File: src/rtl/seg_src_arbiter.sv
// seg_src_arbiter: round-robin time-share of the 7-seg display between three sources with a minimum dwell.
// Define SEG_SRC_IDLE_BLANK_EN to blank the display while idle instead of freezing the last reading.
module seg_src_arbiter #(
  parameter logic [25:0] HOLD_MAX = 26'd49_999_999
) (
  input  logic        sys_clk,
  input  logic        sys_rst,
  input  logic [2:0]  req,
  input  logic [19:0] data_0,
  input  logic [19:0] data_1,
  input  logic [19:0] data_2,
  input  logic [5:0]  point_0,
  input  logic [5:0]  point_1,
  input  logic [5:0]  point_2,
  input  logic        sign_0,
  input  logic        sign_1,
  input  logic        sign_2,
  output logic [2:0]  gnt,
  output logic [1:0]  src,
  output logic [19:0] data,
  output logic [5:0]  point,
  output logic        sign,
  output logic        seg_en
);
`ifdef SEG_SRC_IDLE_BLANK_EN
  localparam logic KEEP = 1'b0;
`else
  localparam logic KEEP = 1'b1;
`endif
  typedef enum logic {IDLE, SHOW} state_t;
  state_t      state, state_n;
  logic [25:0] hold_cnt, hold_n;
  logic [1:0]  last, last_n, src_n, c1, c2, win;
  logic [2:0]  gnt_n;
  logic [19:0] data_n;
  logic [5:0]  point_n;
  logic        sign_n, seg_en_n;
  function automatic logic [1:0] nxt(input logic [1:0] x);
    return x == 2'd2 ? 2'd0 : x + 2'd1;
  endfunction
  // Search order last+1, last+2, last: the current holder only wins when nobody else asks.
  always_comb begin
    c1 = nxt(last);
    c2 = nxt(c1);
    win = req[c1] ? c1 : req[c2] ? c2 : last;
    state_n = state;
    hold_n = state == SHOW ? hold_cnt + 26'd1 : hold_cnt;
    last_n = last;
    gnt_n = gnt;
    src_n = src;
    if (state == IDLE || hold_cnt == HOLD_MAX || !req[src]) begin
      if (|req) begin
        state_n = SHOW;
        gnt_n = 3'b001 << win;
        src_n = win;
        last_n = win;
        hold_n = '0;
      end else if (state == SHOW) begin
        state_n = IDLE;
        gnt_n = '0;
        hold_n = '0;
      end
    end
  end
  always_comb begin
    data_n = gnt[0] ? data_0 : gnt[1] ? data_1 : gnt[2] ? data_2 : KEEP ? data : '0;
    point_n = gnt[0] ? point_0 : gnt[1] ? point_1 : gnt[2] ? point_2 : KEEP ? point : '0;
    sign_n = gnt[0] ? sign_0 : gnt[1] ? sign_1 : gnt[2] ? sign_2 : KEEP & sign;
    seg_en_n = |gnt | (KEEP & seg_en);
  end
  always_ff @(posedge sys_clk) begin
    if (sys_rst) begin
      state <= IDLE;
      hold_cnt <= '0;
      last <= 2'd2;
      gnt <= '0;
      src <= '0;
      data <= '0;
      point <= '0;
      sign <= 1'b0;
      seg_en <= 1'b0;
    end else begin
      state <= state_n;
      hold_cnt <= hold_n;
      last <= last_n;
      gnt <= gnt_n;
      src <= src_n;
      data <= data_n;
      point <= point_n;
      sign <= sign_n;
      seg_en <= seg_en_n;
    end
  end
endmodule

File: config.mk
export PLATFORM = sky130hd
export DESIGN_NAME = seg_src_arbiter
export DESIGN_NICKNAME = d
export VERILOG_FILES = /design/src/rtl/seg_src_arbiter.sv
export SDC_FILE = /design/constraint.sdc
export NUM_CORES = 1
export LEC_CHECK = 0
export CORE_MARGIN = 2
export CORE_UTILIZATION = 48
export CTS_BUF_LIST = sky130_fd_sc_hd__clkbuf_4 sky130_fd_sc_hd__clkbuf_8 sky130_fd_sc_hd__clkbuf_16
export CTS_CLUSTER_DIAMETER = 80
export DETAILED_ROUTE_END_ITERATION = 12
export PLACE_DENSITY = 0.86
export RECOVER_POWER = 100
export SYNTH_ARGS = -nofsm -noshare
export SYNTH_HDL_FRONTEND = slang
export SYNTH_SLANG_ARGS = --single-unit
export TNS_END_PERCENT = 5
File: constraint.sdc
create_clock -name sys_clk -period 3.6 [get_ports sys_clk]
set_input_delay 0.72 -clock sys_clk [delete_from_list [all_inputs] [get_ports sys_clk]]
set_output_delay 0.72 -clock sys_clk [all_outputs]
set_load 0.02 [all_outputs]
# Yosys cells after proc, flatten, opt, wreduce, memory -nomap -nowiden
# Index checks and enable logic that the tools add are counted.
# word_totals
regBits	62
in_bits	86
output_inout_bits	33
elab_cells	56
# classes
add_sub_neg	3
magnitude_cmp	3
eq_ne	3
n_shift	1
muxes	26
bitwise_logic	2
reduce_logical	9
# ops
op	count
$mux 26	4
$mux 20	3
$add 26x1->26 const B	1
$eq 26x26->1 const B	1
$mux 6	3
$lt 2x3->1 const B	3
$mux 2	4
$mux 1	7
$bmux 1 s2	3
$mux 3	2
$reduce_or 3->1	2
$add 2x1->2 const B	2
$eq 2x2->1 const B	2
$reduce_and 2->1	2
$reduce_bool 3->1	1
$shl 1x2->3 const A	1
$logic_or 1x1->1	2
$reduce_bool 2->1	1
$logic_not 1->1	1
$not 1->1	1
$or 1x1->1	1

# Logic depth before layout (Yosys ltp)
# Gate-level depths: netlist (run 1).
# depth
word_depth	10
ltp_mapped	9
ltp_nobuf	7

# Worst setup path after synthesis (run 1)
# Ideal clock, no wire load.
# synth_path
path_type	input port to flip-flop
start	input port req[2]
end	register with a tool-made name
setup_ns	0.074
arrival_ns	2.307
t_required_ns	3.526
slack_ns	1.218
path_stages	7
path_buffers	1
path_cell_list	mux2i_1 o21ai_4 nand2_4 or4_1 buf_2 or4b_1 o21ai_0
# synth_rtl
item	line_no	text
start, declared	8	input logic [2:0] req,

==> flow_summary.ini, run 1 <==
[placed_design]
gp_congestion = 0.872
place_ws_ns = 0.518
io_buffer_count = 118
hpwl_mm = 6.48

[clock_network]
post_cts_resized = 0
htreeDepth = 3
clk_pin_slew_ns = 0.06
cts_setup_buffers = 0
clock_sinks = 61
root_buffer = clkbuf_8
numCtsBuffers = 9
cts_hold_buffers = 0
cts.path.max_buffers = 2
clk_latency_ns = 0.34
cts_tree = yes

[critical_path]
path_class = in -> reg
worst-path-stages = 7
slowest_delay_ns = 0.89
cp_data_required_time_ns = 3.86
crit_buf_inv = 1
worstSetupEndpointType = register
r2r_cells = 5
r2r_start = gnt[0]
crit_start = req[1]
cp_data_arrival_time_ns = 3.17
cp-start-kind = primary input
crit_fanout = 6
path_cells = dlygate4sd3_1, nand3b_1, o21ai_4, nor4b_1, nand3_1, or2_2, a21oi_1
critPathSlowestCell = nor4b_1
cp_top_family = simple AND/OR/NAND/NOR gates

[timing]
fin_hold_ws_ns = 0.456
slew_headroom_pct = 24.8
worst_pin_slew_ns = 1.13
period_minus_slack_ns = 2.92
setup-tns-final_ns = 0
skew_ns = 0.0103
slew_violations = 0
setup_viol = 0
hold_viol_final = 0
rsz0062_at_grt = false
layout_setup_ws_ns = 0.683
post-route-period-util_pct = 81.0
fmax_mhz = 343

[detailed_routing]
vias_per_cell = 5.49
ant_nets = 0
wl_per_cell_um = 14.6
drtPass1Iterations = 4
drc = 0
drtIter0Drc = 197
vias = 3289
wl_mm = 8.77

[power]
peakVddDrop_v = 0.000265
p_per_area_nw_per_um2 = 418
cellLeakagePower_nw = 1.69

[floorplan]
die_width_um = 84.7
coreArea_um2 = 6310
die_y_um = 84.7
die_area_um2 = 7180
ios = 119
rows = 29
start_util_pct = 49.6

[synthesis]
ys_seq_elements = 61
seq_area_frac_synth_pct = 39.0
syn-mean-instance-area_um2 = 7.65
syn-num-nets = 497
synthDistinctLibCells = 40
synth-warning-count = 0
netlist_area_um2 = 3130
synthCells = 409

[min_path]
hold_path_class = reg -> reg
hp-start = seg_en
whs_path_depth = 2

[global_routing]
antenna_found_initial = 0
grt_max_degree = 56
globalRoute.totalOverflow = 0
grt_pass1_vias = 3159
grt_util_all_layers_pct = 24.6
grt_pass1_wl_mm = 14.2

[flow_run]
cap_viol_max_count = 0

[run_status]
status = complete, no violations

[finish]
area_growth_pct = 44.1
n_fill_cell = 514
nets = 605
drive_gt1_share_pct = 4.98
antenna_cells = 0
-- tightest hold or removal path, stage by stage, from the launching register on --
cell and delay [ns]:
dfxtp_1 0.31, inv_1 0.05, a21oi_1 0.05
-- layout make-up --
type / instances / area [um2] / area share, %
Clock buffer: 11 / 145 / 3.22
Clock inverter: 5 / 50.0 / 1.11
Tap cell: 77 / 96.3 / 2.14
Inverter: 7 / 26.3 / 0.583
Multi-Input combinational cell: 315 / 1770 / 39.2
Timing Repair Buffer: 123 / 1200 / 26.6
Sequential cell: 61 / 1220 / 27.1
-- synthesized netlist by cell type --
library cell	count	area share [%]
and4_1	3	0.84
nand3b_1	1	0.24
o311ai_0	2	0.56
nand4_1	8	1.6
clkbuf_1	19	2.3
nand2_4	1	0.36
or3_1	5	1.0
a31oi_1	1	0.20
and2_1	2	0.40
or4_1	3	0.72
nor3_1	9	1.4
a21oi_1	66	11
buf_4	1	0.24
o31ai_1	5	1.2
inv_1	7	0.84
mux2i_1	31	9.9
nor2b_1	1	0.20
nor4_1	2	0.40
o32ai_1	1	0.28
nor4b_1	3	0.84
or2_2	4	0.80
nor2_1	99	12
or4b_1	1	0.32
o21ai_4	1	0.52
and3_1	5	1.0
o21ai_0	8	1.3
dfxtp_1	61	39
buf_2	5	0.80
a2bb2oi_1	1	0.28
o211ai_1	2	0.48
ha_1	2	0.80
buf_1	1	0.12
nand2_1	20	2.4
nand4b_1	1	0.28
o21a_1	1	0.24
nand3_1	14	2.2
a32o_1	1	0.32
nor4b_2	1	0.48
xnor2_1	8	2.2
o22ai_1	2	0.40
-- report_power, final --
| part | total (mW) | switching [mW] | internal, mW | leakage, nW |
|---|---|---|---|---|
| clock | 0.602 | 0.260 | 0.341 | 0.106 |
| sequential | 0.767 | 0.0401 | 0.727 | 0.498 |
| combinational | 0.514 | 0.274 | 0.240 | 1.09 |
-- logic make-up (layout without fill, tap and decap cells) --
kind of cell               after synthesis  after routing  share of synthesized area (%)
muxes                                   31             31                           9.92
and+or+nand+nor                        183            183                           27.4
AOI/OAI and AO/OA                       91             91                           16.3
buffers and inverters                   33            146                           4.28
adders and majority gates                2              2                          0.800
xor gates and xnor gates                 8              8                           2.24
DFF                                     61             61                           39.0
-- metrics by stage --
stage | std cells | utilization, % | cell area [um2] | power, mW
final | 599 | 71.4 | 4510 | 1.88
after global routing | 599 | 71.4 | 4510 | 1.98
after CTS | 599 | 71.8 | 4530 | 1.92
after detailed placement | 583 | 68.7 | 4340 | 1.32
after global placement | 583 | 68.7 | 4340 | 1.30
after floorplan | 409 | - | 3130 | 1.07
-- routing by layer --
metal | global-route usage [%] | part of all wire [%] | up-vias
met5 | 0 | 0 | -
met4 | 7.50 | 1.9 | 0
met3 | 10.0 | 7.7 | 16
met2 | 42.3 | 51 | 105
met1 | 28.0 | 39 | 1523
li1 | - | - | 1645
-- path summary, 6_finish.rpt --
check                           slack [ns]       end
worst max-delay path                  0.68  register
worst min-delay path                  0.46    seg_en
worst max register to register        0.76   data[7]
worst min register to register        0.46    seg_en
-- layout by cell type, fill, tap and decap left out, types with 3 or more instances in the layout --
| cell type | Yosys | layout |
|---|---|---|
| xnor2_1 | 8 | 8 |
| or3_1 | 5 | 5 |
| mux2i_1 | 31 | 31 |
| nand2_1 | 20 | 20 |
| nor3_1 | 9 | 9 |
| or4_1 | 3 | 3 |
| dfxtp_1 | 61 | 59 |
| and3_1 | 5 | 5 |
| nand4_1 | 8 | 8 |
| dlygate4sd3_1 | 0 | 34 |
| clkinv_2 | 0 | 4 |
| nor4b_1 | 3 | 4 |
| clkdlybuf4s50_1 | 0 | 83 |
| nor2_1 | 99 | 99 |
| a21oi_1 | 66 | 66 |
| o21ai_0 | 8 | 8 |
| clkbuf_8 | 0 | 10 |
| inv_1 | 7 | 7 |
| nand3_1 | 14 | 14 |
| o31ai_1 | 5 | 5 |
| and4_1 | 3 | 3 |
| or2_2 | 4 | 3 |
| clkbuf_1 | 19 | 3 |
No activity file was read; power rests on OpenSTA's default activity.
==> run 2: changes to the inputs <==
CORE_UTILIZATION = 40   (was 48)
PLACE_DENSITY = 0.77   (was 0.86)
clock period = 2.35 ns   (was 3.6 ns; I/O delays follow)
==> run 2 against run 1 <==
Sequential power is 53% higher. Setup slack worse by 0.57 ns. Die area is 19% higher. Via count is 0.55% higher. Worst hold slack worse by 0.014 ns. Count of clock-buffer cells in the layout stayed put. Largest cell class unchanged.
==> flow_summary.ini, run 2 (synthesized netlist as in run 1, its figures left out) <==
[run_status]
status = complete, no violations

[timing]
post-route-period-util_pct = 95.4
rsz0062_at_grt = false
fmax_mhz = 446
period_minus_slack_ns = 2.24
skew_ns = 0.00700
hold_viol_final = 0
slew_violations = 0
slew_headroom_pct = 33.2
worst_pin_slew_ns = 1.00
fin_hold_ws_ns = 0.443
setup_viol = 0

[finish]
nets = 626
antenna_cells = 0
area_growth_pct = 50.6
drive_gt1_share_pct = 9.39
final_common_cell = nor2_1
mostFrequentLayoutCells = nor2_1 (99), clkdlybuf4s50_1 (84), a21oi_1 (66)
final_area_um2 = 4710

[global_routing]
busiest_layer = met2
globalRoute.totalOverflow = 0
grt_pass1_vias = 3279
grt_pass1_wl_mm = 14.4
use_met1_pct = 22.1
grt_max_degree = 56
use_met2_pct = 37.8
antenna_found_initial = 0
met3_usage_pct = 6.75
grt_util_all_layers_pct = 20.8

[placed_design]
gp_congestion = 0.864
placed_area_um2 = 4530
hpwl_mm = 6.77
io_buffer_count = 118

[critical_path]
cp-start-kind = primary input
crit_start = req[1]
worstSetupEndpointType = register
crit_fanout = 4
r2r_setup_slack_ns = 0.11
r2r_cells = 7
r2r_start = hold_cnt[0]
cp_data_arrival_time_ns = 2.50
path_class = in -> reg
cp_data_required_time_ns = 2.60

[flow_run]
cap_viol_max_count = 0

[detailed_routing]
wl_per_cell_um = 13.6
drtIter0Drc = 166
wl_mm = 8.78
drc = 0
vias_per_cell = 5.13
vias = 3307
drtPass1Iterations = 4
ant_nets = 0

[clock_network]
htreeDepth = 3
cts_tree = yes
clk_latency_ns = 0.33
cts_setup_buffers = 0
clock_sinks = 61
cts.path.max_buffers = 2
root_buffer = clkbuf_8
clk_pin_slew_ns = 0.06
numCtsBuffers = 9

[floorplan]
ios = 119
coreArea_um2 = 7650
die_y_um = 92.5
die_area_um2 = 8550
die_width_um = 92.5
rows = 32
start_util_pct = 40.9

[power]
cellLeakagePower_nw = 1.80
peakVddDrop_v = 0.000320
p_per_area_nw_per_um2 = 615

[min_path]
hp-start = seg_en
hold_path_class = reg -> reg
whs_path_depth = 2
hold_path_end = seg_en
## run 2: how the worst max path moves through the flow
stage	end	slack [ns]	depth (start not counted)
after global placement	register	-0.19	7
after CTS	register	0.006	7
after global routing	register	0.02	9
after detailed placement	register	-0.26	7
final	register	0.11	7
after floorplan	register	0.16	7
## run 2: worst max-delay path: stages
cell           delay [ns]
dlygate4sd3_1        0.55
nand3b_1             0.13
o21ai_4              0.11
nand2_4              0.07
or4_4                0.56
or4b_1               0.51
o21ai_0              0.09
## run 2: area by class of cell
class | count | area (um2)
repair buffers | 144 | 1360
clock inverters | 5 | 50.0
multi-input cells | 315 | 1780
flip-flops and latches | 61 | 1220
clock buffers | 11 | 145
inverters | 7 | 26.3
well taps | 102 | 128
fillers | 667 | 2940
## run 2: repair_timing
| action | in CTS | in global routing |
|---|---|---|
| endpoints found under the setup margin | 0 | 32 |
| hold buffers | 0 | 0 |
| resized for setup | 0 | 2 |
## run 2: routing by layer
metal	share of wire (%)	routed length (um)
met2	51	4450
met5	0	0
met1	39	3450
met3	8.0	702
met4	2.1	187
## run 2: metrics by stage
stage	worst slack, ns	utilization, %	TNS (ns)	power [mW]	instances
final	0.109	61.6	0	2.90	645
after global placement	-0.189	59.3	-0.321	2.03	629
after CTS	0.00636	61.8	0	2.96	645
after floorplan	0.158	-	0	1.65	409
after detailed placement	-0.260	59.3	-0.545	2.04	629
after global routing	0.0159	61.6	0	3.06	645
## run 2: power breakdown
part           switching [mW]  leakage (nW)  total (mW)  internal [mW]
logic                   0.417          1.20       0.808          0.391
registers              0.0586         0.498        1.17           1.11
clock network           0.395         0.106       0.918          0.523
==> run 3: changes to the inputs <==
CORE_UTILIZATION = 44   (was 40)
PLACE_DENSITY = 0.8   (was 0.77)
clock period = 2.45 ns   (was 2.35 ns; I/O delays follow)
==> run 3 against run 2 <==
Final cell count is 2.0% lower. Count of clock-buffer cells in the layout is 3 higher. Power is 5.5% lower. Sequential power is 4% lower. Sequential cell count stayed put. Global-route usage is 2.2 points higher. Clock skew is 0.0036 ns higher. Final area is 1.5% lower. Sequential share of layout area is 0.37 points higher. Critical path type is now reg -> reg. Largest cell class unchanged.
==> flow_summary.ini, run 3 (synthesized netlist as in run 1, its figures left out) <==
[run_status]
status = complete, no violations

[floorplan]
die_width_um = 88.3
ios = 119
die_area_um2 = 7800
die_y_um = 88.3
rows = 30
start_util_pct = 45.8
coreArea_um2 = 6830

[detailed_routing]
vias = 3311
drtIter0Drc = 221
drtPass1Iterations = 5
wl_mm = 8.68
drc = 0
wl_per_cell_um = 13.7
ant_nets = 0
vias_per_cell = 5.24

[flow_run]
cap_viol_max_count = 0

[critical_path]
worstSetupEndpointType = register
crit_start = hold_cnt[0]
cp_data_arrival_time_ns = 2.50
cp-start-kind = register
cp_data_required_time_ns = 2.71
critPathSlowestCell = or4_1
r2r_start = hold_cnt[0]
crit_fanout = 4
path_class = reg -> reg
slowest_delay_ns = 0.54
path_cells = ha_1, and2_0, nand4_1, nor3_1, or4_1, or4b_1, o21ai_0

[power]
p_total_mw = 2.74
peakVddDrop_v = 0.000326
p_per_area_nw_per_um2 = 590
cellLeakagePower_nw = 1.77

[clock_network]
post_cts_resized = 0
clk_latency_ns = 0.33
htreeDepth = 3
root_buffer = clkbuf_8
numCtsBuffers = 9
clock_sinks = 61
cts_tree = yes
cts_setup_buffers = 0
clk_pin_slew_ns = 0.06
cts.path.max_buffers = 2
cts_hold_buffers = 0

[finish]
final_area_um2 = 4640
final_common_cell = nor2_1
nets = 620
final_util_pct = 67.9
regArea_um2 = 1220
multiInputGateArea_um2 = 1770
mostFrequentLayoutCells = nor2_1 (99), clkdlybuf4s50_1 (84), a21oi_1 (66)
drive_gt1_share_pct = 7.84
antenna_cells = 0
area_growth_pct = 48.3
n_fill_cell = 588

[placed_design]
hpwl_mm = 6.65
placed_area_um2 = 4480
gp_congestion = 0.874
io_buffer_count = 118
place_ws_ns = -0.116

[global_routing]
antenna_found_initial = 0
globalRoute.totalOverflow = 0
grt_max_degree = 56
grt_util_all_layers_pct = 22.9
grt_pass1_wl_mm = 14.0
grt_pass1_vias = 3160

[timing]
slew_headroom_pct = 33.8
worst_pin_slew_ns = 0.993
setup_viol = 0
skew_ns = 0.0106
fmax_mhz = 445
layout_setup_ws_ns = 0.203
rsz0062_at_grt = false
hold_viol_final = 0
slew_violations = 0
setup-tns-final_ns = 0
post-route-period-util_pct = 91.7
period_minus_slack_ns = 2.25

[min_path]
hold_path_class = reg -> reg
hp-start = seg_en
-- run 3: path summary, 6_finish.rpt --
check	slack [ns]	depth (start not counted)	end
setup / recovery	0.20	7	register
hold / removal	0.44	2	seg_en
setup reg to reg	0.20	7	register
hold reg to reg	0.44	2	seg_en
-- run 3: area by class of cell --
type,instances,share of cell area [%]
flip-flops and latches,61,26.3
repair buffers,138,28.3
inverters,7,0.566
multi-input cells,315,38.2
well taps,96,2.59
clock buffers,14,3.88
clock inverters,1,0.108
-- run 3: metal layers --
layer  track usage (%)  routed length [um]
met3              6.62                 552
met4              10.9                 220
met1              25.8                3470
met5                 0                   0
met2              39.9                4440
-- run 3: through the flow --
stage	std cells	hold WS [ns]
3_5_place_dp	617	0.439
2_1_floorplan	409	0.438
6_report	632	0.441
3_3_place_gp	617	0.433
5_1_grt	632	0.482
4_1_cts	632	0.448
-- run 3: critical path: cells and delay by family (launching register included) --
kind,cells,cell delay [ns]
simple gates,5,1.50
flops,1,0.34
compound gates,1,0.09
fa+ha+maj,1,0.23
-- run 3: where the power goes --
group	switching [mW]	internal [mW]
Sequential	0.0542	1.07
Combinational	0.404	0.373
Clock	0.373	0.466
